### src/rtl/mips_pkg.sv
// rtl/mips_pkg.sv - shared MIPS widths, register-number constants and word types
package mips_pkg;

    localparam int REG_ADDR_W = 5;
    localparam int REG_DATA_W = 32;

    typedef logic [REG_ADDR_W-1:0] reg_addr_t;
    typedef logic [REG_DATA_W-1:0] word_t;

    localparam reg_addr_t REG_ZERO = 5'd0;
    localparam reg_addr_t REG_RA   = 5'd31;

endpackage

### src/rtl/mips_reg_read_port.sv
// rtl/mips_reg_read_port.sv - one combinational register-file read path
//
// Resolves one read address against the register contents.
// Address 0 always reads 0.
// With BYPASS_EN set, a write pending this cycle to the same address is forwarded.
// Otherwise the stored entry is returned.
// Ports:
//   rst_n     - active-low reset; forces the output to 0 while low
//   addr      - read address
//   wr_en     - write enable of the write port
//   wr_addr   - write address of the write port
//   wr_data   - write data of the write port
//   regs      - flattened register contents, entry 0 reads as zero
//   data      - resolved read value
module mips_reg_read_port
    import mips_pkg::*;
#(
    parameter int DATA_W    = REG_DATA_W,
    parameter int ADDR_W    = REG_ADDR_W,
    parameter bit BYPASS_EN = 1'b1
) (
    input  logic                                  rst_n,
    input  logic [ADDR_W-1:0]                     addr,
    input  logic                                  wr_en,
    input  logic [ADDR_W-1:0]                     wr_addr,
    input  logic [DATA_W-1:0]                     wr_data,
    input  logic [(2**ADDR_W)-1:0][DATA_W-1:0]    regs,
    output logic [DATA_W-1:0]                     data
);

    always_comb begin
        data = '0;
        // Reset gating keeps the bypass from leaking writeData while the array is held clear.
        if (rst_n && addr != ADDR_W'(REG_ZERO)) begin
            if (BYPASS_EN && wr_en && wr_addr == addr) begin
                data = wr_data;
            end else begin
                data = regs[addr];
            end
        end
    end

endmodule

### src/rtl/mips_reg_file.sv
// rtl/mips_reg_file.sv - 32-entry MIPS register file, two read ports, one write port
//
// Register $0 is hardwired to zero.
// Reads are combinational.
// Writes happen on the rising clock edge.
// writeCount counts committed writes and wraps at 16 bits.
// Ports:
//   clk, rst_n             - clock; asynchronous active-low reset
//   regWrite               - write enable
//   writeReg, writeData    - write address and data
//   readReg1/2, readData1/2 - rs/rt read ports
//   dbgAddr, dbgData       - stored-content observation port, never bypassed
//   writeCount             - committed writes since reset
module mips_reg_file
    import mips_pkg::*;
#(
    parameter int DATA_W    = REG_DATA_W,
    parameter int ADDR_W    = REG_ADDR_W,
    parameter bit BYPASS_EN = 1'b1
) (
    input  logic              clk,
    input  logic              rst_n,
    input  logic              regWrite,
    input  logic [ADDR_W-1:0] writeReg,
    input  logic [DATA_W-1:0] writeData,
    input  logic [ADDR_W-1:0] readReg1,
    input  logic [ADDR_W-1:0] readReg2,
    output logic [DATA_W-1:0] readData1,
    output logic [DATA_W-1:0] readData2,
    input  logic [ADDR_W-1:0] dbgAddr,
    output logic [DATA_W-1:0] dbgData,
    output logic [15:0]       writeCount
);

    localparam int NUM_REGS = 2**ADDR_W;

    // Entry 0 has no storage; the array starts at 1.
    logic [DATA_W-1:0]                  mem [1:NUM_REGS-1];
    logic [NUM_REGS-1:0][DATA_W-1:0]    regs;
    logic                               commit;

    assign commit = regWrite && (writeReg != ADDR_W'(REG_ZERO));

    always_ff @(posedge clk or negedge rst_n) begin
        if (!rst_n) begin
            for (int i = 1; i < NUM_REGS; i++) begin
                mem[i] <= '0;
            end
            writeCount <= '0;
        end else if (commit) begin
            mem[writeReg] <= writeData;
            writeCount    <= writeCount + 16'd1;
        end
    end

    always_comb begin
        regs = '0;
        for (int i = 1; i < NUM_REGS; i++) begin
            regs[i] = mem[i];
        end
    end

    mips_reg_read_port #(
        .DATA_W    (DATA_W),
        .ADDR_W    (ADDR_W),
        .BYPASS_EN (BYPASS_EN)
    ) u_rd1 (
        .rst_n   (rst_n),
        .addr    (readReg1),
        .wr_en   (regWrite),
        .wr_addr (writeReg),
        .wr_data (writeData),
        .regs    (regs),
        .data    (readData1)
    );

    mips_reg_read_port #(
        .DATA_W    (DATA_W),
        .ADDR_W    (ADDR_W),
        .BYPASS_EN (BYPASS_EN)
    ) u_rd2 (
        .rst_n   (rst_n),
        .addr    (readReg2),
        .wr_en   (regWrite),
        .wr_addr (writeReg),
        .wr_data (writeData),
        .regs    (regs),
        .data    (readData2)
    );

    // Entry 0 of regs is constant zero, so no separate zero check is needed here.
    assign dbgData = regs[dbgAddr];

endmodule

### config.mk
export PLATFORM = sky130hd
export DESIGN_NAME = mips_reg_file
export DESIGN_NICKNAME = d
export VERILOG_FILES = /design/src/rtl/mips_pkg.sv /design/src/rtl/mips_reg_read_port.sv /design/src/rtl/mips_reg_file.sv
export SDC_FILE = /design/constraint.sdc
export NUM_CORES = 2
export LEC_CHECK = 0
export CAP_MARGIN = 10
export CORE_ASPECT_RATIO = 0.7
export CORE_MARGIN = 5
export CORE_UTILIZATION = 65
export DETAILED_ROUTE_END_ITERATION = 16
export GPL_TIMING_DRIVEN = 0
export PLACE_DENSITY_LB_ADDON = 0.1
export SLEW_MARGIN = 15
export SYNTH_ARGS = -nofsm -noshare
export SYNTH_HDL_FRONTEND = slang
export SYNTH_HIERARCHICAL = 1
export SYNTH_SLANG_ARGS = --single-unit
### constraint.sdc
create_clock -name clk -period 7 [get_ports clk]
set_clock_uncertainty 0.1 [all_clocks]
set_input_delay 1.4 -clock clk [delete_from_list [all_inputs] [get_ports clk]]
set_output_delay 1.4 -clock clk [all_outputs]
set_load 0.1 [all_outputs]
==> flow_metrics.env <==
export IMPL_drt_drc_violations_left=0
export IMPL_die_h_um=269
export IMPL_status="finished with violations"
export IMPL_htree_levels=3
export IMPL_grt_pass1_wl_um=360000
export IMPL_dp_cells=5693
export IMPL_critical_path_startpoint_type="input port"
export IMPL_avgSynthCellArea_um2=14.8
export IMPL_cts_setup_buffers=0
export IMPL_drv_slew=0
export IMPL_grt_max_degree=159
export IMPL_routedWlPerCell_um=43.8
export IMPL_m1WireLength_um=85100
export IMPL_cts_buffers_inserted=100
export IMPL_switching_share_pct=33.4
export IMPL_maxCapViolations=0
export IMPL_synthArstFlopShare_pct=100
export IMPL_io_pin_count=167
export IMPL_wl_met3_um=53700
export IMPL_rsz0062_at_grt="no"
export IMPL_cts_tree="yes"
export IMPL_clock_sinks=1008
export IMPL_syn_cell_area_mm2=0.0623
export IMPL_required_ps=5500
export IMPL_vias=49100
export IMPL_dp_hpwl_um=172000
export IMPL_min_period_over_period_pct=105
export IMPL_setup_viol=45
export IMPL_internal_power_mw=13.2
export IMPL_yosysWarnings=6
export IMPL_p_leak_nw=29.6
export IMPL_ys_top_cells_by_area="dfrtp_1 41%, mux4_2 28%, mux2_2 18%, o22ai_1 1.6%, mux2i_1 1.6%"
export IMPL_ys_ff_latch=1008
export IMPL_layout_commonest_cell="mux2_2"
export IMPL_core_area_mm2=0.0954
export IMPL_seqPwrFrac_pct=41.2
export IMPL_highest_layer="met5"
export IMPL_relSlewSlack_pct=2.95
export IMPL_crit_type="input port to output port"
export IMPL_routed_wl_um=258000
export IMPL_cp_end_kind="output port"
export IMPL_synth_top_area_share_pct=40.5
export IMPL_gr_usage_all_layers_pct=50.6
export IMPL_synth_edf_count=0
export IMPL_fin_crit_ps=7370
export IMPL_layout_drive_gt1_share_pct=48.7
export IMPL_grt_pass1_vias=47800
export IMPL_synth_seq_area_share_pct=40.5
export IMPL_syn2layout_area_growth_pct=11.5
export IMPL_initial_core_util_pct=65.2
export IMPL_ctsHoldBuffers=0
export IMPL_synth_top_area_cell="dfrtp_1"
export IMPL_io_buffer_count=154
export IMPL_synth_ff_type="dfrtp_1"
export IMPL_clk_latency_ps=700
export IMPL_std_cell_rows=95
export IMPL_yosysUniqueCellTypes=44
export IMPL_p_sw_mw=6.64
export IMPL_cp_data_arrival_time_ps=5870
export IMPL_ir_drop_mv=0.409
export IMPL_gp_congestion=1.05
export IMPL_die_area_mm2=0.102
export IMPL_final_cell_mix="1015 x mux2_2, 1008 x dfrtp_1, 768 x mux4_2, 209 x nor2_1, 194 x clkbuf_1"
export IMPL_clk_path_buf_depth=3
export IMPL_via_per_inst=8.32
export IMPL_drtIter0Drc=8216
export IMPL_critPathMaxFanout=10
export IMPL_clk_pin_slew_worst_paths_ps=60
export IMPL_clockRootBuffer="clkbuf_16"
export IMPL_overflow=0
export IMPL_rrSetupSlack_ps=5100
export IMPL_clock_fmax_mhz=136
export IMPL_die_width_um=380
export IMPL_dr_pass1_iters=11
export IMPL_power_density_mw_per_mm2=286
export IMPL_min_path_type="flop to flop"
export IMPL_hold_viol=0
export IMPL_worstMarginPinSlew_ps=1460
export IMPL_syn_instance_count=4207
export IMPL_instances_no_fill=5900
export IMPL_worst_slack_ps=-372
export IMPL_p_comb_share_pct=29.7
export IMPL_final_core_util_pct=72.7
export IMPL_antenna_found_initial=19
export IMPL_p_clk_share_pct=29.1
export IMPL_failed_checks="setup timing"
export IMPL_wl_met2_um=97900
export IMPL_layout_nets=4590
export IMPL_ant_nets=0
-- power groups by stage --
| stage | Clock, mW | Sequential (mW) | Combinational (mW) |
|---|---|---|---|
| floorplan | 0 | 7.94 | 4.17 |
| global placement | 0 | 8.11 | 5.54 |
| detailed placement | 0 | 8.18 | 5.66 |
| CTS | 5.76 | 8.10 | 5.68 |
| global route | 6.01 | 8.31 | 6.04 |
| finish | 5.78 | 8.18 | 5.89 |
-- Yosys cell counts, types with 33 or more instances --
cell,count
clkbuf_1,205
o22ai_1,160
buf_4,50
and2_1,33
buf_1,35
nor3_1,66
nor2_1,209
o21ai_0,64
dfrtp_1,1008
buf_2,153
mux2_2,1015
mux2i_1,98
a22o_1,95
mux4_2,768
o21ai_1,34
-- cells by family (layout without fill, tap and decap cells) --
kind of cell               Yosys count  in the layout  share of synthesized area, %
DFF                               1008           1008                          40.5
and+or+nand+nor                    382            382                          2.75
AOI/OAI and AO/OA                  425            425                          4.63
muxes                             1889           1889                          47.9
adders and majority gates            1              1                        0.0201
other                                1             94                       0.00602
buffers and inverters              476            815                          3.85
xor gates and xnor gates            25             25                         0.352
-- what timing repair did --
| item | 4_1_cts | 5_1_grt |
|---|---|---|
| endpoints found under the hold margin | 0 | 0 |
| cloned | 0 | 0 |
| endpoints found under the setup margin | 36 | 59 |
| gates resized for setup | 31 | 88 |
-- state kept, by name (all words and copies together), names as in the netlist --
register and cells:
mem 992, writeCount 16
-- layer usage --
layer | vias to the layer above | GRT usage [%]
met5 | - | 9.17
met4 | 46 | 28.4
met1 | 24900 | 61.4
met2 | 5294 | 64.6
met3 | 1488 | 36.9
li1 | 17400 | -
-- worst max-delay path, stage by stage --
cell,delay (ps)
clkbuf_1,720
or2_1,200
buf_1,510
o41a_1,430
clkbuf_1,890
o21ai_0,240
nor3_1,520
dlygate4sd2_1,930
-- worst paths after layout --
check | from | to | cells after the start
min | writeCount[15] | writeCount[15] | 1
max reg2reg | writeCount[0] | writeCount[12] | 5
min reg2reg | writeCount[15] | writeCount[15] | 1
max | readReg2[3] | readData2[3] | 8
min in group asynchronous | rst_n | mem[216] | 1
max in group asynchronous | rst_n | mem[848] | 4
-- through the flow --
step / hold slack (ps) / TNS (ps) / power, mW / instance area (um2) / setup WS [ps]
after floorplan: 387 / 0 / 12.1 / 62500 / 765
after global placement: 365 / - / 13.7 / 65600 / -41490
after detailed placement: 375 / -3400 / 13.8 / 65900 / -313
after CTS: 390 / 0 / 19.5 / 69200 / 0.782
after global routing: 401 / 0 / 20.4 / 69400 / 5.55
final: 381 / -5360 / 19.9 / 69400 / -372
-- final cells by class --
class                      count  area, um2
timing repair buffer         162       1790
clock inverter                39        536
multi-input combinational   2786      34900
antenna                       30       75.1
fill                        6227      26000
inverter                       2       7.51
clock buffer                 138       2870
sequential                  1008      25200
tap                         1261       1580
buffer                       474       2460
Note: power is estimated with default switching activity, not from simulation.
